$ cat src/rtl/ultrasonic_ranger_ctrl.sv
// Measurement sequencer for an HC-SR04-style ultrasonic ranger: trigger pulse,
// echo wait, echo width count, timeout and minimum repeat period.
module ultrasonic_ranger_ctrl #(
    parameter int TRIG_CYCLES    = 500,
    parameter int TIMEOUT_CYCLES = 1500000,
    parameter int PERIOD_CYCLES  = 3000000,
    parameter int CNT_W          = 32
) (
    input  logic             clock,
    input  logic             reset,
    input  logic             auto_mode,
    input  logic             start,
    input  logic             echo,
    output logic             trigger,
    output logic             busy,
    output logic             result_valid,
    output logic [CNT_W-1:0] result_width,
    output logic             timeout
);

    typedef enum logic [2:0] {
        IDLE,
        TRIG,
        WAIT_RISE,
        MEASURE,
        HOLDOFF
    } state_t;

    localparam logic [CNT_W-1:0] CNT_ONE      = CNT_W'(1);
    localparam logic [CNT_W-1:0] CNT_MAX      = '1;
    localparam logic [CNT_W-1:0] TRIG_LAST    = CNT_W'(TRIG_CYCLES - 1);
    localparam logic [CNT_W-1:0] TIMEOUT_LAST = CNT_W'(TIMEOUT_CYCLES - 1);
    localparam logic [CNT_W-1:0] PERIOD_LAST  = CNT_W'(PERIOD_CYCLES - 1);

    state_t state, state_next;

    logic echo_meta, echo_sync, echo_dly;
    logic echo_rise, echo_fall;
    logic timeout_hit;
    logic valid_next, timeout_next;

    logic [CNT_W-1:0] trig_cnt;
    logic [CNT_W-1:0] period_cnt;
    logic [CNT_W-1:0] timeout_cnt;
    logic [CNT_W-1:0] width_cnt;

    // Two flops for metastability, a third to find edges of the clean signal.
    always_ff @(posedge clock or posedge reset) begin
        if (reset) begin
            echo_meta <= 1'b0;
            echo_sync <= 1'b0;
            echo_dly  <= 1'b0;
        end else begin
            echo_meta <= echo;
            echo_sync <= echo_meta;
            echo_dly  <= echo_sync;
        end
    end

    assign echo_rise   = echo_sync & ~echo_dly;
    assign echo_fall   = ~echo_sync & echo_dly;
    assign timeout_hit = (timeout_cnt == TIMEOUT_LAST);
    assign busy        = (state != IDLE);

    always_comb begin
        state_next   = state;
        valid_next   = 1'b0;
        timeout_next = 1'b0;
        case (state)
            IDLE: begin
                if (start || auto_mode) state_next = TRIG;
            end
            TRIG: begin
                if (trig_cnt == TRIG_LAST) state_next = WAIT_RISE;
            end
            WAIT_RISE: begin
                // Expiry beats a simultaneous rise so a measurement never starts past the deadline.
                if (timeout_hit) begin
                    timeout_next = 1'b1;
                    state_next   = HOLDOFF;
                end else if (echo_rise) begin
                    state_next = MEASURE;
                end
            end
            MEASURE: begin
                if (echo_fall) begin
                    valid_next = 1'b1;
                    state_next = HOLDOFF;
                end else if (timeout_hit) begin
                    timeout_next = 1'b1;
                    state_next   = HOLDOFF;
                end
            end
            HOLDOFF: begin
                if (period_cnt >= PERIOD_LAST) state_next = auto_mode ? TRIG : IDLE;
            end
            default: state_next = IDLE;
        endcase
    end

    always_ff @(posedge clock or posedge reset) begin
        if (reset) begin
            state        <= IDLE;
            trigger      <= 1'b0;
            result_valid <= 1'b0;
            timeout      <= 1'b0;
            result_width <= '0;
        end else begin
            state        <= state_next;
            trigger      <= (state_next == TRIG);
            result_valid <= valid_next;
            timeout      <= timeout_next;
            if (valid_next) result_width <= width_cnt;
        end
    end

    // Period counter restarts on each trigger rise and saturates instead of wrapping.
    always_ff @(posedge clock or posedge reset) begin
        if (reset) begin
            trig_cnt    <= '0;
            period_cnt  <= '0;
            timeout_cnt <= '0;
            width_cnt   <= '0;
        end else begin
            if (state == TRIG) trig_cnt <= trig_cnt + CNT_ONE;
            else               trig_cnt <= '0;

            if (state != TRIG && state_next == TRIG) period_cnt <= '0;
            else if (period_cnt != CNT_MAX)          period_cnt <= period_cnt + CNT_ONE;

            if (state == WAIT_RISE || state == MEASURE) timeout_cnt <= timeout_cnt + CNT_ONE;
            else                                        timeout_cnt <= '0;

            if (state == WAIT_RISE && echo_rise)
                width_cnt <= CNT_ONE;
            else if (state == MEASURE && echo_sync && width_cnt != CNT_MAX)
                width_cnt <= width_cnt + CNT_ONE;
        end
    end

endmodule

$ cat config.mk
export PLATFORM = sky130hd
export DESIGN_NAME = ultrasonic_ranger_ctrl
export DESIGN_NICKNAME = d
export VERILOG_FILES = /design/src/rtl/ultrasonic_ranger_ctrl.sv
export SDC_FILE = /design/constraint.sdc
export NUM_CORES = 1
export LEC_CHECK = 0
export ABC_AREA = 1
export BUFFER_PORTS_ARGS = -buffer_cell sky130_fd_sc_hd__buf_2
export CAP_MARGIN = 20
export CORE_UTILIZATION = 55
export DETAILED_ROUTE_END_ITERATION = 6
export PLACE_DENSITY = 0.71
export RECOVER_POWER = 100
export SYNTH_ARGS = -nofsm -noshare
export SYNTH_HDL_FRONTEND = slang
export SYNTH_SLANG_ARGS = --single-unit
$ cat constraint.sdc
create_clock -name clock -period 6.1 [get_ports clock]
set_clock_uncertainty 0.05 [all_clocks]
set_input_delay 0.61 -clock clock [delete_from_list [all_inputs] [get_ports clock]]
set_output_delay 0.61 -clock clock [all_outputs]
set_load 0.01 [all_outputs]
; Word-level counts from Yosys, hierarchy flattened
; Index checks and enable logic that the tools add are counted.
[totals]
elab_cells = 61
out_inout_bits = 36
reg_bits = 169
[op_classes]
bitwise_logic = 4
n_lt_le_gt_ge = 1
reduce_logical = 10
n_mux = 20
eq_ne = 10
n_addsub = 4
[ops]
columns = op, n
row1 = $mux W32, 6
row2 = $add A32 B1 Y32 const B, 4
row3 = $ne A32 B32 Y1 const B, 2
row4 = $eq A32 B21 Y1 const B, 1
row5 = $eq A32 B9 Y1 const B, 1
row6 = $ge A32 B22 Y1 const B, 1
row7 = $mux W3, 7
row8 = $pmux W3 S5, 1
row9 = $eq A3 B1 Y1 const B, 2
row10 = $eq A3 B2 Y1 const B, 2
row11 = $mux W1, 5
row12 = $logic_and A1 B1 Y1, 4
row13 = $reduce_bool A2 Y1, 2
row14 = $eq A3 B3 Y1 const B, 1
row15 = $logic_not A3 Y1, 1
row16 = $ne A3 B1 Y1 const B, 1
row17 = $reduce_bool A3 Y1, 1
row18 = $and A1 B1 Y1, 2
row19 = $logic_or A1 B1 Y1, 2
row20 = $not A1 Y1, 2
row21 = $pmux W1 S2, 1

; Depth between registers and ports, before layout
; Gate-level depths: netlist of run 1.
[logic_depth]
word_depth = 8
depth_mapped = 15
depth_no_buf = 14

; Least setup slack after synthesis of run 1
; Ideal clock, no wire load.
[synth_path]
kind = register -> register
startpoint = register period_cnt[0]
endpoint = register period_cnt[17]
setup_ps = 113
required_ps = 5937
slack_ps = 4284
stages_incl_launch_ff = 13
period_less_slack_ps = 1816
arrival_ps = 1653
cell_sequence = dfrtp_1 > ha_1 > nand2_1 > nor2_1 > nand3_1 > nor2_2 > nand4_2 > buf_2 > nand2_1 > xor2_1 > inv_1 > nand2_1 > inv_1
[synth_via]
elab_chain_cells = 6
[synth_rtl]
columns = item, line_no
row1 = start: declaration, 43  ; logic [CNT_W-1:0] period_cnt;
row2 = start signal: assignment, 129  ; else if (period_cnt != CNT_MAX) period_cnt <= period_cnt + CNT_ONE;
row3 = $ge A32 B22 Y1, 95  ; if (period_cnt >= PERIOD_LAST) state_next = auto_mode ? TRIG : IDLE;
row4 = $mux W3, 95
row5 = $pmux W3 S5, 69  ; case (state)
row6 = $eq A3 B1 Y1, 128  ; if (state != TRIG && state_next == TRIG) period_cnt <= '0;
row7 = $logic_and A1 B1 Y1, 128
row8 = $mux W32 / $reduce_bool A2 Y1 (equally long branches), --
; Parallel ways exist; a longest one is shown, timed or not. The select of a mux whose other input is x is not followed.
; A chain may end at the register's enable or synchronous reset.

; Worst setup path after layout of run 1
[layout_path]
startpoint = register state[2]
endpoint = register width_cnt[23]
[layout_via]
elab_chain_cells = 4
[layout_rtl]
columns = item, line_no
row1 = start: declaration, 35  ; state_t state, state_next;
row2 = start signal: assignment, 109  ; state <= state_next;
row3 = $eq A3 B2 Y1, 136  ; else if (state == MEASURE && echo_sync && width_cnt != CNT_MAX)
row4 = $logic_and A1 B1 Y1 (2 in a row), 136
row5 = $reduce_bool A2 Y1 (no line), --
row6 = end signal: assignment, 137  ; width_cnt <= width_cnt + CNT_ONE;
row7 = end: declaration, 45  ; logic [CNT_W-1:0] width_cnt;
; Parallel ways exist; a longest one is shown, timed or not.

==> results of run 1 <==
[final timing paths]
path                                 from        endpoint  depth (start not counted)
worst max-delay path             state[2]   width_cnt[23]                          8
worst min-delay path                 echo       echo_meta                          1
worst max register to register   state[2]   width_cnt[23]                          8
worst min register to register  echo_meta       echo_sync                          0
max in group asynchronous           reset   width_cnt[21]                          4
min in group asynchronous           reset  period_cnt[12]                          2
[state kept, by name, indices dropped and copies added (netlist names)]
name          cells
timeout           1
echo_dly          1
state             3
trigger           1
echo_sync         1
result_valid      1
trig_cnt         32
result_width     32
width_cnt        32
echo_meta         1
period_cnt       32
timeout_cnt      32
[synth_stat cells]
master	number
nor2_4	3
xor2_1	32
buf_4	4
nand4_2	1
o21a_1	5
inv_2	5
buf_2	5
nor4_1	15
clkbuf_1	14
and2_0	1
nor3_1	69
o21ba_2	1
nor2_2	7
o21ai_1	1
dfrtp_1	169
a21oi_1	29
inv_1	189
and3_1	1
ha_1	4
a31oi_1	2
nand2_2	3
nand4_1	43
a211oi_1	2
or2_0	1
nor3_2	5
and2_1	2
or2_2	1
nand3_2	1
o31ai_1	7
nor2_1	191
o21ai_0	86
nand2_1	314
nor3_4	1
nor3b_2	1
nand3b_1	5
nor3b_1	4
nand3_1	67
xnor2_1	8
o22ai_1	1
[layer usage]
| metal | global-route usage (%) | wire length, um | part of all wire [%] | vias to the layer above |
|---|---|---|---|---|
| met3 | 3.56 | 1090 | 5.0 | 30 |
| met1 | 38.1 | 10600 | 49 | 3886 |
| met4 | 8.37 | 338 | 1.6 | 0 |
| li1 | - | - | - | 4259 |
| met5 | 0 | 0 | 0 | - |
| met2 | 39.8 | 9760 | 45 | 252 |
[layout make-up]
cell class | count | area [sq um]
repair buffers | 42 | 190
fillers | 1552 | 6250
clock buffers | 21 | 470
well taps | 220 | 275
flip-flops and latches | 169 | 4230
clock inverters | 11 | 169
multi-input cells | 914 | 4320
inverters | 194 | 729
[critical path, delay by kind of cell (launching register included)]
kind	cells	cell delay (ps)
flip-flops	1	430
buffers and inverters	3	1130
AO/OA/AOI/OAI	1	70
AND/OR/NAND/NOR	4	1990
[power by group]
group / internal (uW) / switching, uW / leakage (uW)
clock: 718 / 449 / 0.000313
sequential: 1120 / 0.619 / 0.00231
combinational: 3.65 / 23.0 / 0.00203
total: 1840 / 472 / 0.00465
[per-stage QoR]
stage	hold slack [ps]	util, %	std cells
4_1_cts	228	62.7	1570
3_5_place_dp	342	58.9	1538
3_3_place_gp	342	58.9	1538
5_1_grt	235	62.4	1571
2_1_floorplan	281	-	1300
6_report	237	62.4	1571
[cells by family (layout without fill, tap and decap cells)]
| family | count (synthesis) | after routing |
|---|---|---|
| AND/OR/NAND/NOR | 736 | 736 |
| buffers and inverters | 217 | 268 |
| flip-flops | 169 | 169 |
| AO/OA/AOI/OAI | 134 | 134 |
| XOR/XNOR | 40 | 40 |
| adder cells (fa/ha/maj) | 4 | 4 |
==> out/results.txt, run 1 <==
Clock tree synthesis inserted a total of 17 buffers. The power per standard cell area works out to 223 mW/mm^2. The tools report the number of sinks handled by clock tree synthesis as 169. The critical path is of the reg2reg type. Setup repair after global routing left no endpoint under its margin. For the number of distinct standard cells referenced by the synthesized netlist, the log shows 39. In this run the cell area measured after placement is 0.00980 sq mm.

With fillers left out, the area of the finished cells amounts to 0.0104 sq mm. Of the cells placed in the final design, the portion with a size suffix greater than 1 is 4.15%. Summing the areas of all fa, ha and maj instances in the mapped netlist gives 0.531% of the synthesized area. In this run the count of I/O pins placed on the die edge is 41.

The run gives 0 as the initial antenna violation count. Type of the most critical hold path: in2reg. By area, the combinational part of the netlist is dominated by simple AND/OR/NAND/NOR gates.

The run gives 108 as the number of pins exceeding their max-slew limit in the final report. For the worst setup path, the data arrival time is 4030 ps. For the data required time at the worst endpoint, the log shows 6340 ps.

After detailed routing, the number of remaining DRC violations is 0. After layout, the worst path uses 62.2% of the clock period. The final-report hold violation count came out at 0. In this run the remaining antenna-violating nets after routing total 0.

For this design, the CTS-stage hold fixing added 0 buffers. dfrtp_1 takes more of the synthesized area than any other cell. Summed over all cells, the static leakage comes to 0.00465 uW.

Entering global routing, the biggest net connects 111 pins. The area growth from synthesis to layout was 10.3%; the number of cells upsized or downsized after cts was 0. The worst-case IR drop observed on VDD is 0.211 mV. Synthesized-area fraction occupied by ao, oa, aoi and oai cells: 7.58%. The number of global-route vias before repair is 7858, and the total power draw is 2320 uW. In this run the deepest clock path goes through 2 buffers. The checks that failed: max-capacitance violations, max-slew violations.

The number of nets in the synthesized netlist is 1309. STA classifies the critical path endpoint as a flop. The setup check on the worst reg-to-reg path leaves a slack of 2300 ps.

The first detailed-routing pass took 7 iterations. The max-cap check violation count was 2. The initial utilization of the core area, before any placement, comes to 56.6%. The height of the die was 133 um; the final-report setup violation count was 0. The yosys synthesis warning count is 0, and the total number of nets in the final design is 1347.

The tools report the relative slew slack as -33.7%. The worst path meets setup with 2300 ps of slack. Summing the sequential cell areas from Yosys gives 44.9% of the chip area. Setup total negative slack on the finished layout was measured at 0 ps. The upper clock frequency limit is 0.263 GHz. The worst-path maximum fanout works out to 24. The signal on the critical path passes through nor2_1 > inv_1 > nor3_4 > inv_2 > nand2_1 > inv_1 > nand2_1 > o31ai_1. The number of vias per cell after detailed routing was 5.36; the register bit count reported by yosys was 169.

The total overflow left after global routing is 0. Clock-pin slew was measured on the worst setup and hold paths at 60 ps. The slowest stage of the critical path is the nor3_4 cell.

The number of I/O port buffers was 40; the area of the core was 0.0166 sq mm. In this design, the stage delay of the slowest critical-path cell is 640 ps. For this run, the total global-route usage over all layers was measured as 26.0%. The post-CTS setup repair buffer count is 0, and the post-synthesis cell area is 0.00942 sq mm. Placement row count: 47. The worst setup path is launched from a flop. The die covers 0.0177 sq mm. The via count was 8427; the last weighted congestion value of the routability-driven placer was 0.946. The pin slew with the least headroom to its limit is 1990 ps.

The detailed-route wire length per cell is 13.8 um, and the post-place setup slack is 2970 ps. CTS built an H-tree with a depth of 4. Die width: 133 um. Of the total synthesized cell area, the portion taken by XOR and XNOR cells is 3.72%. In the post-synthesis netlist, the biggest area contributors are dfrtp_1 45%, nand2_1 13%, nor2_1 7.6%. In the layout the commonest cells are 316 x nand2_1, 194 x nor2_1, 191 x inv_1. The run gives 803 as the initial detailed-routing violation count. The HPWL reported at the end of detailed placement is 15.6 mm, and the multiplexer share of the synthesized area is 0%. The commonest non-fill, non-tap cell in the layout is nand2_1. The smallest clock period supported by the final layout is computed as 3800 ps.

A synthesized cell averages 7.25 sq um. The synthesized netlist devotes 34.4% of its cell area to simple gates. 0 antenna diodes ended up in the layout.

The run finished, with violations left. TritonCTS built the clock tree. After synthesis, the largest area contributor takes up 44.9% of total cell area. The first global-routing pass estimated 37.3 mm of wire. The cell count after synthesis came out at 1300.

Library cell used as clock root buffer: clkbuf_16. The logs give 21.8 mm for the total wirelength of the detailed-routed design and 430 ps for the source-to-sink clock delay at the later pin of the worst-skew pair.
No activity file was read; power rests on OpenSTA's default activity.
==> run 2: changes to the inputs <==
- PLACE_DENSITY: 0.71 -> 0.74
- clock period: 6.1 -> 3.07 ns (I/O delays scaled with it)
==> run 2 against run 1 <==
Net effect:
- first-iteration DRC count is 3.1% lower
- largest power group is now registers
- the flow still finishes with violations (max-capacitance violations, max-slew violations)
- flip-flop and latch count stayed put
- clock power is 91% higher
- global-route usage is 0.17 points higher
- routed wire length is 1.3% lower
- via count is 0.21% higher
- non-clock buffer count is 8 higher
- worst setup slack worse by 1900 ps
- sequential power is 99% higher
- sequential share of layout area hardly changed
- clock-buffer cell count is 2 higher
- critical endpoint is now width_cnt[8]
- critical path depth is 2 higher
==> out/results.txt, run 2 (synthesis gave the netlist of run 1 again) <==
The run gives 2 (unchanged) as the max-cap check violation count. Setup repair after global routing left no endpoint under its margin. The top cell types in the final layout, fill and taps aside, are 315 x nand2_1, 196 x nor2_1, 189 x inv_1.

STA classifies the critical path startpoint as a flop. The run gives 1355 (+0.59%) as the total number of nets in the final design. The run gives 17 (unchanged) as the number of clock buffers inserted by TritonCTS. The detailed-route DRC error count is 0 (unchanged), and the pin slew with the least headroom to its limit is 1940 ps (-58.5 ps). The checks that failed: max-capacitance violations, max-slew violations. For the post-route met1 wirelength, the log shows 10.3 mm (-2.4%). The tools report the number of global-route vias before repair as 7962 (+1.3%). The number of pins exceeding their max-slew limit in the final report is 114 (+5.6%), and the share of the clock period used by the worst path after layout is 88.1% (+26 points). The height of the die was 133 um (unchanged). The worst setup slack for register-to-register paths was 360 ps (-1940 ps); the via count was 8445 (+0.21%).

For the number of nets still failing antenna checks after routing, the log shows 0 (unchanged). Type of the most critical hold path: in2reg. The wire length of the first global-routing pass is 37.4 mm (+0.30%), and the data required time at the worst endpoint is 3330 ps (-3010 ps). I/O pin count: 41 (unchanged). The placement row count came out at 47 (unchanged). The initial antenna violation count is 0 (unchanged). Traced cell by cell, the critical path runs through nor2_4 > inv_2 > nor2_1 > inv_1 > nor2_1 > nand2_2 > inv_1 > nand3_1 > xor2_1 > nor2_1.

The detailed-route wire length per cell was 13.6 um (-1.6%); the largest net degree at the start of global routing was 81 (-27%). The commonest non-fill, non-tap cell in the layout was nand2_1. The worst-path maximum fanout works out to 24 (unchanged). The die width is 133 um (unchanged).

The number of buffer and inverter stages on the critical path was 3 (unchanged); the last weighted congestion value of the routability-driven placer was 0.948 (+0.17%). The tools report the overall die area as 0.0177 sq mm (unchanged). The number of I/O port buffers came out at 40 (unchanged). The number of buffers on the longest clock path came out at 2 (unchanged). For the final-report setup violation count, the log shows 0 (unchanged). The run finished, with violations left. The endpoint identified for the worst register-to-register timing path is width_cnt[8]. The worst hold path depth was 5 (+4). The cell sitting at the root of the clock tree is a clkbuf_16.

The area growth from synthesis to layout is 10.2% (about the same), and the HPWL reported at the end of detailed placement is 15.6 mm (-0.30%). For the number of cells upsized or downsized after cts, the log shows 0 (unchanged). The most numerous cell type found on the critical path is nor2_1. The setup TNS after final layout is 0 ps (unchanged). The antenna diode count is 0 (unchanged). The start of the worst register-to-register path is state[2].

The worst setup path is captured at a flop. The initial cell density of the core came out at 56.6% (unchanged). The time the final worst path needs with I/O delays and setup came out at 2710 ps (-1090 ps).

The most critical setup path has its startpoint at state[2]. Highest layer used for signal routing: met4. The share of layout cells above drive strength 1 is 4.27% (+0.13 points).

The area after detailed placement is 0.00988 sq mm (+0.78%). The path depth of the worst reg2reg path came out at 10 (+2). The largest individual stage delay along the critical path comes from the cell inv_1. The origin of the worst min-delay path was auto_mode. For the final cell area excluding filler cells, the log shows 0.0104 sq mm (about the same). Upper clock frequency limit: 0.370 GHz (+40%). The tools report the worst-case vdd ir drop as 0.388 mV (+84%).

The logs give 2970 ps (-1060 ps) for the worst path arrival time and 5 (-2) for the number of iterations in the first detailed-routing pass. The power per standard cell area is 434 mW/mm^2 (+95%), and the clock slew at the register clock pins of the worst setup and hold paths is 60 ps (about the same). The run gives 4 (unchanged) as the maximum level of the CTS H-tree. The number of vias per cell after detailed routing is 5.36 (-0.17%). The sum of overflow across all layers after global routing was 0 (unchanged). The leakage power total is 0.00467 uW (+0.25%), and the relative slew slack is -29.1% (+4.6 points).

The run gives 0 (unchanged) as the post-CTS setup repair buffer count. The path with the worst hold slack has its endpoint at state[0]. For the final-report hold violation count, the log shows 0 (unchanged).

TritonCTS built the clock tree. The total wirelength of the detailed-routed design is 21.5 mm (-1.3%), and the initial detailed-routing violation count is 778 (-3.1%). The critical path is of the reg2reg type. The source-to-sink clock delay at the later pin of the worst-skew pair is 430 ps (about the same). The all-layer global routing usage is 26.2% (+0.17 points), and the wire length on met2 is 9.55 mm (-2.1%). The cell family contributing the most delay on the critical path is simple AND/OR/NAND/NOR gates. The delay of the slowest critical-path stage works out to 460 ps (-180 ps). For the met3 layer wire length in the routed design, the log shows 1.24 mm (+14%). The number of sinks handled by clock tree synthesis was 169 (unchanged); the area of the core was 0.0166 sq mm (unchanged).
==> run 2: through the flow <==
step                total power, uW  std cells  hold slack, ps  setup slack (ps)  util [%]
floorplan                      2310       1300             281               558         -
global placement               2330       1545             173               644      59.4
detailed placement             2330       1545             172               531      59.4
CTS                            4550       1577             252               515      63.2
global route                   4640       1577             266               112      62.4
finish                         4510       1577             264               365      62.4
==> run 2: worst max path at each step <==
stage,endpoint,slack (ps),depth (start not counted)
2_1_floorplan,echo_dly,560,1
3_3_place_gp,width_cnt[21],640,10
3_5_place_dp,width_cnt[21],530,10
4_1_cts,width_cnt[21],510,10
5_1_grt,width_cnt[11],110,10
6_report,width_cnt[8],360,10
==> run 2: report_power, final <==
group          switching, uW  internal, uW  leakage, uW
Combinational           44.7          5.06      0.00205
Sequential              1.25          2230      0.00231
Clock                    848          1380     0.000305
Total                    894          3610      0.00467
==> run 2: per-layer routing <==
layer,global-route usage [%],up-vias
met5,0,-
met4,8.43,0
met3,4.41,36
met2,40.7,282
met1,37.3,3874
li1,-,4253
==> run 2: timing repair <==
action / CTS / global route
setup endpoints to repair: 0 / 0
hold endpoints to repair: 7 / 0
hold buffers: 2 / 0
==> run 2: worst register-to-register path, cell delays in order (launching register included) <==
cell,delay [ps]
dfrtp_1,450
nor2_4,300
inv_2,260
nor2_1,240
inv_1,90
nor2_1,130
nand2_2,220
inv_1,460
nand3_1,160
xor2_1,180
nor2_1,60
==> run 2: layout make-up <==
type                    instances  area [sq um]
clock buffers                  23           498
multi-input cells             914          4320
well taps                     220           275
fillers                      1491          6260
inverters                     194           729
clock inverters                 7           114
flip-flops and latches        169          4230
repair buffers                 50           220
==> run 3: changes to the inputs <==
- CORE_UTILIZATION: 55 -> 30
- PLACE_DENSITY: 0.74 -> 0.45
==> run 3 against run 2 <==
Net effect:
- the flow finishes with violations (design-rule violations, max-capacitance violations, max-slew violations)
- clock power grew 3%
- utilization shrank 28 points
- clock-buffer cell count shrank 3
- combinational power grew 6.8%
- critical path depth grew 2
- flip-flop and latch count is the same
- routed wire length grew 16%
- die area grew 82%
- first-iteration DRC count shrank 28%
- total power grew 1.7%
- worst setup slack gained 210 ps
- critical path type unchanged
==> out/results.txt, run 3 (synthesis gave the netlist of run 1 again) <==
The upper clock frequency limit was 0.401 GHz (+8.6%); the number of I/O port buffers was 40 (unchanged). The share of the clock period used by the worst path after layout came out at 81.1% (-7.0 points). Setup repair after global routing left no endpoint under its margin.

The die width was 179 um (+35%). The run gives 2800 ps (-170 ps) as the worst path arrival time. The run gives 1 (-1) as the max-cap check violation count. Antenna diode count: 0 (unchanged). The number of nets still failing antenna checks after routing was 0 (unchanged). The area used by multi-input combinational logic came out at 0.00432 sq mm (+0.17%).

The startpoint identified for the worst register-to-register timing path is state[2]. The logs give 579 ps (+47.9 ps) for the post-place setup slack and 0 (unchanged) for the number of cells upsized or downsized after cts. The worst setup path is captured at a flop. The logs give 0.00423 sq mm (unchanged) for the total area of sequential cells and 0 (unchanged) for the initial antenna violation count. The number of buffers on the longest clock path was 2 (unchanged).

The number of global-route vias before repair is 8093 (+1.6%), and the worst-path maximum fanout is 24 (unchanged). The tools report the largest net degree at the start of global routing as 64 (-21%). For the via count, the log shows 8387 (-0.69%).

The share of layout cells above drive strength 1 was 4.85% (+0.57 points). The total number of nets in the final design was 1358 (+0.22%). The post-CTS setup repair buffer count is 0 (unchanged), and the number of vias per cell after detailed routing is 4.77 (-11%).

Grouping stages by cell kind, the critical path spends the most delay in simple AND/OR/NAND/NOR gates. Kind of critical path: reg2reg. The time the final worst path needs with I/O delays and setup was 2490 ps (-214 ps); the sum of overflow across all layers after global routing was 0 (unchanged).

For the initial cell density of the core, the log shows 30.6% (-26 points). The worst-case vdd ir drop was 0.388 mV (about the same). After global routing, the most crowded layer is met2.

The tools report the data required time at the worst endpoint as 3380 ps (+50 ps). The tightest min-delay check is of the in2async type. The number of pins exceeding their max-slew limit in the final report came out at 36 (-68%). The number of iterations in the first detailed-routing pass was 7 (+2); the met1 demand-to-capacity share in global routing was 23.3% (-14 points). The tools report the final cell area excluding filler cells as 0.0106 sq mm (+2.5%).

The area growth from synthesis to layout was 13.0%; the met3 track utilization from global routing was 2.48% (-1.9 points). The flow ran to the end, but the final reports show violations. The signal on the critical path passes through nor2_4 > inv_2 > nor2_1 > inv_1 > nor2_1 > nand2_2 > buf_4 > nor2_1 > nand2_1 > nand2_1 > nand2_1 > nor2_1. The slowest stage cell on the critical path is dfrtp_1. The final-report hold violation count was 0 (unchanged). The pin slew with the least headroom to its limit works out to 1660 ps (-276 ps). In the layout the commonest cells are 315 x nand2_1, 195 x nor2_1, 188 x inv_1. The tools report the source-to-sink clock delay at the later pin of the worst-skew pair as 430 ps (about the same). The delay of the slowest critical-path stage works out to 460 ps (about the same). In this design, the critical path's most frequently occurring cell is nor2_1.

The total wirelength of the detailed-routed design came out at 24.9 mm (+16%). The number of sinks handled by clock tree synthesis is 169 (unchanged), and the setup TNS after final layout is 0 ps (unchanged). In this run the critical register-to-register path is captured at width_cnt[24]. The logs give 16.6% (-9.6 points) for the all-layer global routing usage and 26.7% (-14 points) for the global routing usage on met2. The root buffer cell chosen for the clock tree is clkbuf_16. The final critical-path setup slack was 579 ps (+214 ps); the final core utilization was 34.6% (-28 points). The detailed-route DRC error count came out at 2 (+2). For the final-report setup violation count, the log shows 0 (unchanged). The total of fill cells in the finished design is 3387 (+130%), and the height of the die is 179 um (+35%). Total power draw: 4580 uW (+1.7%). The detailed-route wire length per cell was 14.1 um (+3.8%); the leakage power total was 0.00468 uW (+0.34%). Clock slew at the register clock pins of the worst setup and hold paths: 70 ps (about the same). The final reports fail on design-rule violations, max-capacitance violations, max-slew violations.

The relative slew slack is -11.3% (+18 points), and the area of the core is 0.0307 sq mm (+85%). The tools report the last weighted congestion value of the routability-driven placer as 0.883 (-6.9%). The power per standard cell area was 431 mW/mm^2 (-0.80%); the path depth of the worst reg2reg path was 12 (+2). The I/O pin count is 41 (unchanged). TritonCTS built the clock tree.

The tools report the worst setup slack for register-to-register paths as 580 ps (+210 ps). STA classifies the critical path startpoint as a flop. The run gives 4 (unchanged) as the maximum level of the CTS H-tree. Leaving out fill and tap cells, the most frequent cell in the layout is nand2_1. For the HPWL reported at the end of detailed placement, the log shows 18.4 mm (+18%). The initial detailed-routing violation count is 560 (-28%), and the overall die area is 0.0321 sq mm (+82%). The tools report the placement row count as 64 (+36%). The number of buffer and inverter stages on the critical path works out to 3 (unchanged). For the number of clock buffers inserted by TritonCTS, the log shows 17 (unchanged). The wire length of the first global-routing pass is 42.0 mm (+12%). The tools report the area after detailed placement as 0.0101 sq mm (+2.7%).
[run 3: changes by cell type in the layout (fill, tap and decap cells not counted), sizes merged, moves of 2 or more]
cell	delta
buf	+4
clkbuf	-4
clkinvlp	+2
inv	+2
[run 3: power by group]
group	internal (uW)	leakage [uW]	switching, uW
Sequential	2230	0.00231	1.52
Clock	1340	0.000298	965
Combinational	5.56	0.00207	47.7
Total	3570	0.00468	1010
[run 3: worst max-delay path by stage]
stage | to | start | slack (ps) | depth (start not counted)
after floorplan | echo_dly | reset | 560 | 1
after global placement | width_cnt[8] | state[2] | 630 | 10
after detailed placement | width_cnt[24] | state[2] | 580 | 12
after CTS | width_cnt[0] | state[2] | 580 | 10
after global routing | width_cnt[24] | state[2] | 230 | 12
final | width_cnt[24] | state[2] | 580 | 12
[run 3: area by class of cell]
type	instances	area share, %
clock inverters	12	1.53
well taps	396	4.65
repair buffers	53	2.33
multi-input cells	914	40.6
clock buffers	20	4.29
inverters	194	6.85
flip-flops and latches	169	39.7
[run 3: routing by layer]
| metal | share of wire [%] | routed length (um) |
|---|---|---|
| met1 | 49 | 12200 |
| met2 | 46 | 11500 |
| met3 | 3.4 | 836 |
| met4 | 1.1 | 273 |
| met5 | 0 | 0 |
[run 3: what timing repair did]
item,4_1_cts,5_1_grt
endpoints found under the hold margin,1,0
endpoints found under the setup margin,0,0
hold buffers,1,0
[run 3: metrics by stage]
step / hold WS [ps] / instances
global route: 285 / 1758
finish: 224 / 1758
detailed placement: 365 / 1725
global placement: 362 / 1725
floorplan: 281 / 1300
CTS: 36.0 / 1758
[run 3: worst register-to-register path: cells and delay by family (launching register included)]
family,cells,cell delay (ps)
flops,1,460
buf+inv,3,580
simple gates,9,1330
